<file path="config.mk">
export PLATFORM = sky130hd
export DESIGN_NAME = dp_feature_sequencer
export DESIGN_NICKNAME = d
export VERILOG_FILES = /design/src/rtl/dp_feature_sequencer.sv
export SDC_FILE = /design/constraint.sdc
export NUM_CORES = 1
export LEC_CHECK = 0
export CAP_MARGIN = 10
export CORE_MARGIN = 4
export CORE_UTILIZATION = 35
export DETAILED_ROUTE_END_ITERATION = 6
export HOLD_SLACK_MARGIN = 0.15
export SYNTH_ARGS = -nofsm -noshare
export SYNTH_HDL_FRONTEND = slang
export SYNTH_SLANG_ARGS = --single-unit
</file>
<file path="constraint.sdc">
create_clock -name clk -period 4.95 [get_ports clk]
set_clock_uncertainty 0.1 [all_clocks]
set_input_delay 1.2375 -clock clk [delete_from_list [all_inputs] [get_ports clk]]
set_output_delay 1.2375 -clock clk [all_outputs]
set_load 0.05 [all_outputs]
</file>
<file path="src/rtl/dp_feature_sequencer.sv">
// -----------------------------------------------------------------------------
// dp_feature_sequencer
//
// Purpose:
//   Time-multiplexes a feature vector of up to MAX_FEATURES entries onto
//   NUM_MULTS multiplier lanes, one chunk per output handshake. The feature
//   count is supplied at runtime with each vector. It is clamped to
//   MAX_FEATURES. Lanes past the end of the vector carry zero and have their
//   enable cleared. The block sits between the feature register bank and the
//   multiplier array.
//
// Ports:
//   clk, rst_n    clock, asynchronous active-low reset
//   in_valid      upstream offers a vector
//   in_ready      sequencer is idle and can accept a vector
//   in_data       feature i at [DATA_W*i +: DATA_W]
//   in_num_feat   valid feature count for the offered vector
//   out_valid     a chunk is presented to the multiplier array
//   out_ready     multiplier array accepts the chunk
//   out_data      lane j at [DATA_W*j +: DATA_W]
//   out_lane_en   lane j carries a real feature
//   out_chunk     index of the presented chunk
//   out_last      presented chunk is the final one of the vector
//   busy          a vector is in flight
// -----------------------------------------------------------------------------
module dp_feature_sequencer #(
  parameter  int MAX_FEATURES = 8,
  parameter  int NUM_MULTS    = 4,
  parameter  int DATA_W       = 16,
  localparam int NUM_CHUNKS   = (MAX_FEATURES + NUM_MULTS - 1) / NUM_MULTS,
  localparam int FW           = $clog2(MAX_FEATURES + 1),
  localparam int CW           = (NUM_CHUNKS > 1) ? $clog2(NUM_CHUNKS) : 1
) (
  input  logic                           clk,
  input  logic                           rst_n,
  input  logic                           in_valid,
  output logic                           in_ready,
  input  logic [DATA_W*MAX_FEATURES-1:0] in_data,
  input  logic [FW-1:0]                  in_num_feat,
  output logic                           out_valid,
  input  logic                           out_ready,
  output logic [DATA_W*NUM_MULTS-1:0]    out_data,
  output logic [NUM_MULTS-1:0]           out_lane_en,
  output logic [CW-1:0]                  out_chunk,
  output logic                           out_last,
  output logic                           busy
);

  typedef enum logic {
    S_IDLE = 1'b0,
    S_SEND = 1'b1
  } state_t;

  state_t                           r_state;
  state_t                           w_state_next;
  logic [DATA_W*MAX_FEATURES-1:0]   r_vec;
  logic [FW-1:0]                    r_n;
  logic [CW-1:0]                    r_chunk;
  logic [DATA_W*NUM_MULTS-1:0]      r_out_data;
  logic [NUM_MULTS-1:0]             r_out_lane_en;
  logic                             r_out_last;

  logic                             w_accept;
  logic                             w_fire;
  logic [FW-1:0]                    w_n_clamped;
  logic [DATA_W*MAX_FEATURES-1:0]   w_src_vec;
  logic [FW-1:0]                    w_src_n;
  int                               w_beat_chunk;
  logic [DATA_W*NUM_MULTS-1:0]      w_beat_data;
  logic [NUM_MULTS-1:0]             w_beat_en;
  logic                             w_beat_last;

  assign w_accept    = in_valid && (r_state == S_IDLE);
  assign w_fire      = (r_state == S_SEND) && out_ready;
  assign w_n_clamped = (in_num_feat > FW'(MAX_FEATURES)) ? FW'(MAX_FEATURES) : in_num_feat;

  // The next beat is built from the live input when accepting (chunk 0) and
  // from the latched copy when advancing, so chunk 0 appears one cycle after
  // accept without a separate load cycle.
  assign w_src_vec    = (r_state == S_IDLE) ? in_data     : r_vec;
  assign w_src_n      = (r_state == S_IDLE) ? w_n_clamped : r_n;
  assign w_beat_chunk = (r_state == S_IDLE) ? 0 : int'(r_chunk) + 1;

  // A chunk is last once its lanes reach the feature count, i.e.
  // chunk == ceil(n/NUM_MULTS)-1, evaluated without a divider.
  assign w_beat_last = ((w_beat_chunk + 1) * NUM_MULTS) >= int'(w_src_n);

  // NOTE: every variable written in always_comb gets a default first, so no
  // path leaves it unassigned and no latch is inferred.
  always_comb begin
    w_beat_data = '0;
    w_beat_en   = '0;
    for (int j = 0; j < NUM_MULTS; j++) begin
      if ((w_beat_chunk * NUM_MULTS + j) < int'(w_src_n) &&
          (w_beat_chunk * NUM_MULTS + j) < MAX_FEATURES) begin
        w_beat_data[DATA_W*j +: DATA_W] =
          w_src_vec[DATA_W*(w_beat_chunk*NUM_MULTS + j) +: DATA_W];
        w_beat_en[j] = 1'b1;
      end
    end
  end

  always_comb begin
    w_state_next = r_state;
    case (r_state)
      S_IDLE: if (w_accept && (w_n_clamped != '0)) w_state_next = S_SEND;
      S_SEND: if (w_fire && r_out_last)            w_state_next = S_IDLE;
      default:                                     w_state_next = S_IDLE;
    endcase
  end

  // NOTE: sequential state uses non-blocking assignments so every register
  // samples pre-edge values regardless of statement order.
  always_ff @(posedge clk or negedge rst_n) begin
    if (!rst_n) r_state <= S_IDLE;
    else        r_state <= w_state_next;
  end

  // NOTE: the vector and count registers are reset too; an aborted vector
  // must leave nothing behind for the next one to see.
  always_ff @(posedge clk or negedge rst_n) begin
    if (!rst_n) begin
      r_vec         <= '0;
      r_n           <= '0;
      r_chunk       <= '0;
      r_out_data    <= '0;
      r_out_lane_en <= '0;
      r_out_last    <= 1'b0;
    end else begin
      case (r_state)
        S_IDLE: begin
          if (w_accept) begin
            r_vec <= in_data;
            r_n   <= w_n_clamped;
            if (w_n_clamped != '0) begin
              r_chunk       <= '0;
              r_out_data    <= w_beat_data;
              r_out_lane_en <= w_beat_en;
              r_out_last    <= w_beat_last;
            end
          end
        end
        S_SEND: begin
          // Outputs only move on a handshake, so stall holds them stable.
          if (w_fire) begin
            if (r_out_last) begin
              r_chunk       <= '0;
              r_out_data    <= '0;
              r_out_lane_en <= '0;
              r_out_last    <= 1'b0;
            end else begin
              r_chunk       <= r_chunk + CW'(1);
              r_out_data    <= w_beat_data;
              r_out_lane_en <= w_beat_en;
              r_out_last    <= w_beat_last;
            end
          end
        end
        default: ;
      endcase
    end
  end

  assign in_ready    = (r_state == S_IDLE);
  assign out_valid   = (r_state == S_SEND);
  assign busy        = (r_state == S_SEND);
  assign out_data    = r_out_data;
  assign out_lane_en = r_out_lane_en;
  assign out_chunk   = r_chunk;
  assign out_last    = r_out_last;

endmodule

</file>
* After elaboration in Yosys (flattened, before gate mapping)
Cells that the tools add are included.
Widths: inputs -> output; s select.
** Word-level totals
- Register bits :: 203
- Output and inout port bits :: 73
- Bits of input ports :: 136
** Cells by class
- $add $sub $neg :: 6
- Bitwise logic cells :: 1
- Reduce and logical (&&, ||, !) cells :: 11
- Order comparisons :: 10
- Mux-type cells :: 35
- Shift-type cells :: 4
- Equal/unequal tests :: 3
** Operator list (count)
- $shiftx 128x10->16 :: 3
- $mux 64 :: 4
- $mux 128 :: 1
- $pmux 64 s2 :: 1
- $shiftx 128x9->16 :: 1
- $lt 32x5->1 :: 3
- $lt 32x5->1 const B :: 3
- $mux 16 :: 4
- $mux 4 :: 6
- $mux 1 :: 14
- $add 4x2->5 const B :: 2
- $logic_and 1x1->1 :: 8
- $pmux 4 s2 :: 1
- $ne 2x1->1 const B :: 3
- $pmux 1 s2 :: 3
- $add 4x1->5 const B :: 1
- $ge 5x4->1 :: 1
- $gt 4x4->1 const B :: 1
- $lt 4x4->1 :: 1
- $lt 4x4->1 const B :: 1
- $reduce_bool 4->1 :: 1
- $add 2x1->3 const B :: 1
- $reduce_and 3->1 :: 1
- $add 1x1->2 const B :: 1
- 4 further kinds :: 4

* Logic depth before layout (Yosys ltp)
- Depth after elaboration :: 9
- Gate-level depth with buffers :: 11

* Worst setup path after synthesis
Ideal clock, no wire load.
- Path type :: reg-to-output
- Start :: register r_state, in the netlist busy
- End :: output in_ready
- Buffers on the path :: 3
- Arrival :: 1.771 ns
- Cell stages (with the launch flop) :: 5
- Setup slack :: 1.842 ns
- Cell sequence :: dfrtp_1 buf_2 buf_2 inv_1 clkbuf_1
** On the way
- Longest elaborated chain between the ends :: 1
** RTL lines
- from (decl) :: RTL line 54 : state_t r_state;
- from (signal assigned) :: RTL line 116 : else r_state <= w_state_next;
- $not 1->1 (no source line)
- to (decl) :: RTL line 37 : output logic in_ready,
Every way passes these cells.

* Worst setup path after layout
- Start :: register r_state, in the netlist busy
- End :: output busy
** RTL lines
- to (decl) :: RTL line 46 : output logic busy
No word-level cell between the ends.

==> results.rst <==
.. list-table::
   :header-rows: 1

   * - Metric
     - Value
   * - Cells taking the most area after synthesis
     - sky130_fd_sc_hd__dfrtp_1 57%, sky130_fd_sc_hd__mux2_2 12%, sky130_fd_sc_hd__o21ai_0 10%
   * - CTS hold repair buffers
     - 0
   * - Max_slew headroom
     - 0.222
   * - Nature of the critical path endpoint
     - output port
   * - Final number of hold-violating endpoints
     - 0
   * - Final net count
     - 895
   * - Crit path launch type
     - flop
   * - Number of synthesized register bits
     - 139
   * - Worst-path cell with the longest stage delay
     - sky130_fd_sc_hd__clkdlybuf4s50_1
   * - Share of synthesized registers carrying an async set or reset
     - 1.00
   * - Final RePlAce weighted congestion
     - 0.798
   * - Number of DRC markers after the initial detailed-route iteration
     - 223
   * - Final worst path period share
     - 0.734
   * - Via density per instance
     - 4.99
   * - Maximum clock insertion buffer count
     - 2
   * - Floorplan row count
     - 47
   * - Maximum number of pins on one net before global-route repair
     - 107
   * - Via count of the first global-routing pass
     - 5240
   * - CTS clock-pin slew for the worst setup and hold paths
     - 60 ps
   * - Worst Tran Pin Value
     - 1170 ps
   * - Run status
     - complete, no violations
   * - Most instantiated cells after synthesis
     - 139 x sky130_fd_sc_hd__dfrtp_1, 124 x sky130_fd_sc_hd__o21ai_0, 81 x sky130_fd_sc_hd__nand2_1, 66 x sky130_fd_sc_hd__mux2_2, 37 x sky130_fd_sc_hd__inv_1
   * - Multiplexer fraction of the synthesized cell area
     - 0.122
   * - Final Max Tran Viols
     - 0
   * - Ys flop type
     - sky130_fd_sc_hd__dfrtp_1
   * - Sequential cell fraction of total power
     - 0.319
   * - Start of the worst register-to-register path
     - busy
   * - FF-to-FF setup slack
     - 1420 ps
   * - Critical path data arrival time
     - 2300 ps
   * - Largest fanout of any net on the critical path
     - 86
   * - Number of top-level pins
     - 209
   * - PostCTS Resize Cnt
     - 0
   * - Final setup violating endpoints
     - 0
   * - Area growth from synthesis to layout
     - 46.6%
   * - Synth Net Count
     - 704
   * - Die Width
     - 140 um
   * - Worst stage delay on the critical path
     - 930 ps
   * - Yosys warning count
     - 0
   * - Buffers inserted during post-CTS setup optimization
     - 0
   * - Number of buffers created by CTS
     - 17
   * - Sum of routed wire length over all layers
     - 16.7 mm
   * - First-pass GRT wire length
     - 27.1 mm
   * - Yosys cell types
     - 32
   * - Worst hold path cell count
     - 2
   * - Post-DR wirelength/cell
     - 16.9 um
   * - Via count
     - 4928
   * - Crit path cell chain
     - buf_4 > clkdlybuf4s50_1
   * - End of the worst register-to-register path
     - out_data[0]
   * - Number of inserted filler cells in the final layout
     - 1544
   * - Net switching power of the design
     - 2460 uW
   * - Area inside the core boundary
     - 16800 um2
   * - Fraction of the mapped netlist area in simple logic gates
     - 0.0674
   * - Arithmetic-cell share of the synthesized area counting full adders, half adders and majority gates
     - 0.0103
   * - Final cell utilization of the core
     - 0.530
   * - Pwr dens
     - 668 nW/um2
   * - IR drop worst, VDD
     - 0.372 mV
   * - Post-synthesis area per instance
     - 10.8 um2
   * - Part of the power in combinational logic
     - 0.466
   * - Total Negative Setup Slacks
     - 0 ps
   * - Post-detailed-route DRC marker count
     - 0
   * - Y dimension of the die
     - 140 um
   * - Leakage Power
     - 0.00382 uW
   * - Clock network fraction of design power
     - 0.215
   * - Mapped Area
     - 6070 um2
   * - Top cell type's share of synthesized area
     - 0.573
   * - Root buffer cell
     - sky130_fd_sc_hd__clkbuf_16
   * - Global route total overflow
     - 0
   * - Aggregate global-route resource usage
     - 0.173
   * - Switching Share
     - 0.413
   * - Number of antenna diodes
     - 0
   * - Fraction of the mapped netlist area in compound gates
     - 0.173
   * - Max Cap Violations
     - 0
   * - Post-synth top area cell
     - sky130_fd_sc_hd__dfrtp_1
   * - Type of the most critical hold path
     - reg2reg
   * - Power Internal
     - 3490 uW
   * - Data required, critical path
     - 3610 ps
   * - Area occupied by multi-input gates
     - 2270 um2
   * - Critical path buffers and inverters
     - 2
   * - H-tree Lvls
     - 4
   * - Setup repair after global routing missed its margin
     - false
   * - Combinational family with the most area after synthesis
     - compound AO/OA/AOI/OAI gates
   * - Quantity of I/O buffers inserted on ports
     - 208
   * - DP HPWL
     - 11.5 mm
   * - Number of synthesized flops with an enable pin
     - 0
   * - Clock tree from TritonCTS
     - done
   * - Most frequent cell after synthesis
     - sky130_fd_sc_hd__dfrtp_1
   * - Skew-Pair Late Insertion Delay
     - 410 ps
   * - Start point of the worst hold path
     - out_data[3]
   * - Number of antenna violations at the first check in global routing
     - 0
   * - Category of cells accounting for the largest share of critical-path delay
     - buffers and inverters
   * - Share of cells above drive strength 1
     - 0.156
   * - Destination of the worst hold path
     - out_data[3]
   * - Antenna-violating nets left
     - 0
   * - First-pass detailed-route iteration total
     - 4
   * - DIE AREA
     - 19500 um2
   * - Critical path class
     - reg2out
   * - Min Clock Period, post-route
     - 3630 ps
   * - Worst R2R Path Depth
     - 7
   * - Max Freq
     - 275 MHz
   * - Sequential-to-total area share from yosys stat
     - 0.573
   * - Flip-flop and latch area
     - 3480 um2
   * - Initial core utilization
     - 0.361
   * - Clock sink count
     - 139
   * - Share of the synthesized netlist area taken by xor and xnor gates
     - 0
   * - Count of mapped cells out of synthesis
     - 563
-- worst max-delay path by stage --
stage                     depth (start not counted)  slack (ps)           start           end
after global routing                              7        1010            busy   out_data[4]
after floorplan                                   4        1840            busy      in_ready
after global placement                            8        1070  in_num_feat[3]  out_data[47]
final                                             2        1320            busy          busy
after CTS                                         2        1290            busy          busy
after detailed placement                          8         910  in_num_feat[3]  out_data[43]
-- registers in the layout (all words and copies together) (netlist names) --
signal / flops
r_n: 4
busy: 1
out_lane_en: 4
out_data: 64
out_chunk: 1
r_vec: 64
out_last: 1
-- worst register-to-register path, cell delays in order (launching register included) --
cell and delay [ps]:
sky130_fd_sc_hd__dfrtp_2 350, sky130_fd_sc_hd__buf_4 550, sky130_fd_sc_hd__nand2b_1 300, sky130_fd_sc_hd__inv_1 910
sky130_fd_sc_hd__ha_1 320, sky130_fd_sc_hd__a211oi_2 90, sky130_fd_sc_hd__nand3b_1 530, sky130_fd_sc_hd__o21ai_0 210
-- layout by cell type (no fill, tap or decap) --
master                            synthesis  layout
sky130_fd_sc_hd__clkdlybuf4s50_1          0     207
sky130_fd_sc_hd__dfrtp_1                139     138
sky130_fd_sc_hd__o21ai_0                124     124
sky130_fd_sc_hd__nand2_1                 81      81
sky130_fd_sc_hd__mux2_2                  66      66
sky130_fd_sc_hd__inv_1                   37      37
sky130_fd_sc_hd__a22oi_1                 31      31
sky130_fd_sc_hd__clkbuf_16                0      17
sky130_fd_sc_hd__o21ai_2                  9       9
sky130_fd_sc_hd__clkinv_2                 0       7
sky130_fd_sc_hd__buf_4                    1       7
sky130_fd_sc_hd__ha_1                     5       5
sky130_fd_sc_hd__nand2b_1                 4       4
sky130_fd_sc_hd__a21oi_1                  3       3
sky130_fd_sc_hd__o2111ai_1                3       3
sky130_fd_sc_hd__bufinv_16                0       3
sky130_fd_sc_hd__nor2b_1                  2       2
sky130_fd_sc_hd__nand3b_1                 2       2
sky130_fd_sc_hd__clkinvlp_4               0       2
sky130_fd_sc_hd__clkbuf_8                 0       2
sky130_fd_sc_hd__and2_1                   1       1
sky130_fd_sc_hd__nand2b_4                 1       1
sky130_fd_sc_hd__nor4_2                   1       1
sky130_fd_sc_hd__o2bb2ai_1                1       1
sky130_fd_sc_hd__a2bb2oi_4                0       1
sky130_fd_sc_hd__o21a_1                   1       1
sky130_fd_sc_hd__or4_1                    1       1
sky130_fd_sc_hd__a211oi_2                 1       1
sky130_fd_sc_hd__nand4b_1                 1       1
sky130_fd_sc_hd__o21bai_1                 1       1
sky130_fd_sc_hd__o31ai_1                  1       1
sky130_fd_sc_hd__o211ai_1                 1       1
sky130_fd_sc_hd__a221oi_1                 1       1
sky130_fd_sc_hd__nor2_1                   1       1
sky130_fd_sc_hd__dfrtp_2                  0       1
sky130_fd_sc_hd__clkinv_4                 0       1
sky130_fd_sc_hd__buf_6                    1       1
-- metal layers --
layer  wire, um  GRT usage  vias up
met5          0          0        -
met1       7110      0.220     2405
li1           -          -     2327
met2       8110      0.288      177
met3       1220     0.0487       19
met4        233     0.0515        0
-- cell type report --
cell class | instances | area share
Multi-Input combinational cell | 344 | 0.255
Timing Repair Buffer | 215 | 0.240
Inverter | 37 | 0.0156
Clock buffer | 19 | 0.0509
Tap cell | 220 | 0.0309
Clock inverter | 13 | 0.0167
Sequential cell | 139 | 0.391
-- through the flow --
step / power [uW] / instance area, um2 / worst slack, ps / instances / hold slack [ps]
floorplan: 3810 / 6070 / 1840 / 563 / 350
global placement: 4630 / 8300 / 1070 / 955 / 360
detailed placement: 4730 / 8300 / 912 / 955 / 369
CTS: 6030 / 8910 / 1290 / 987 / 382
global route: 6360 / 8910 / 1010 / 987 / 398
finish: 5950 / 8910 / 1320 / 987 / 379
-- logic make-up (layout without fill, tap and decap cells) --
| family | Yosys count | count (layout) |
|---|---|---|
| compound gates | 178 | 178 |
| flops | 139 | 139 |
| simple gates | 95 | 95 |
| buf+inv | 80 | 284 |
| mux | 66 | 66 |
| fa+ha+maj | 5 | 5 |
-- power groups by stage --
stage | clock network [uW] | registers (uW) | logic (uW)
after floorplan | 0 | 2510 | 1300
after global placement | 0 | 1890 | 2740
after detailed placement | 0 | 1910 | 2810
after CTS | 1310 | 1900 | 2820
after global routing | 1370 | 1960 | 3040
final | 1280 | 1900 | 2770
No activity file was read; power rests on OpenSTA's default activity.
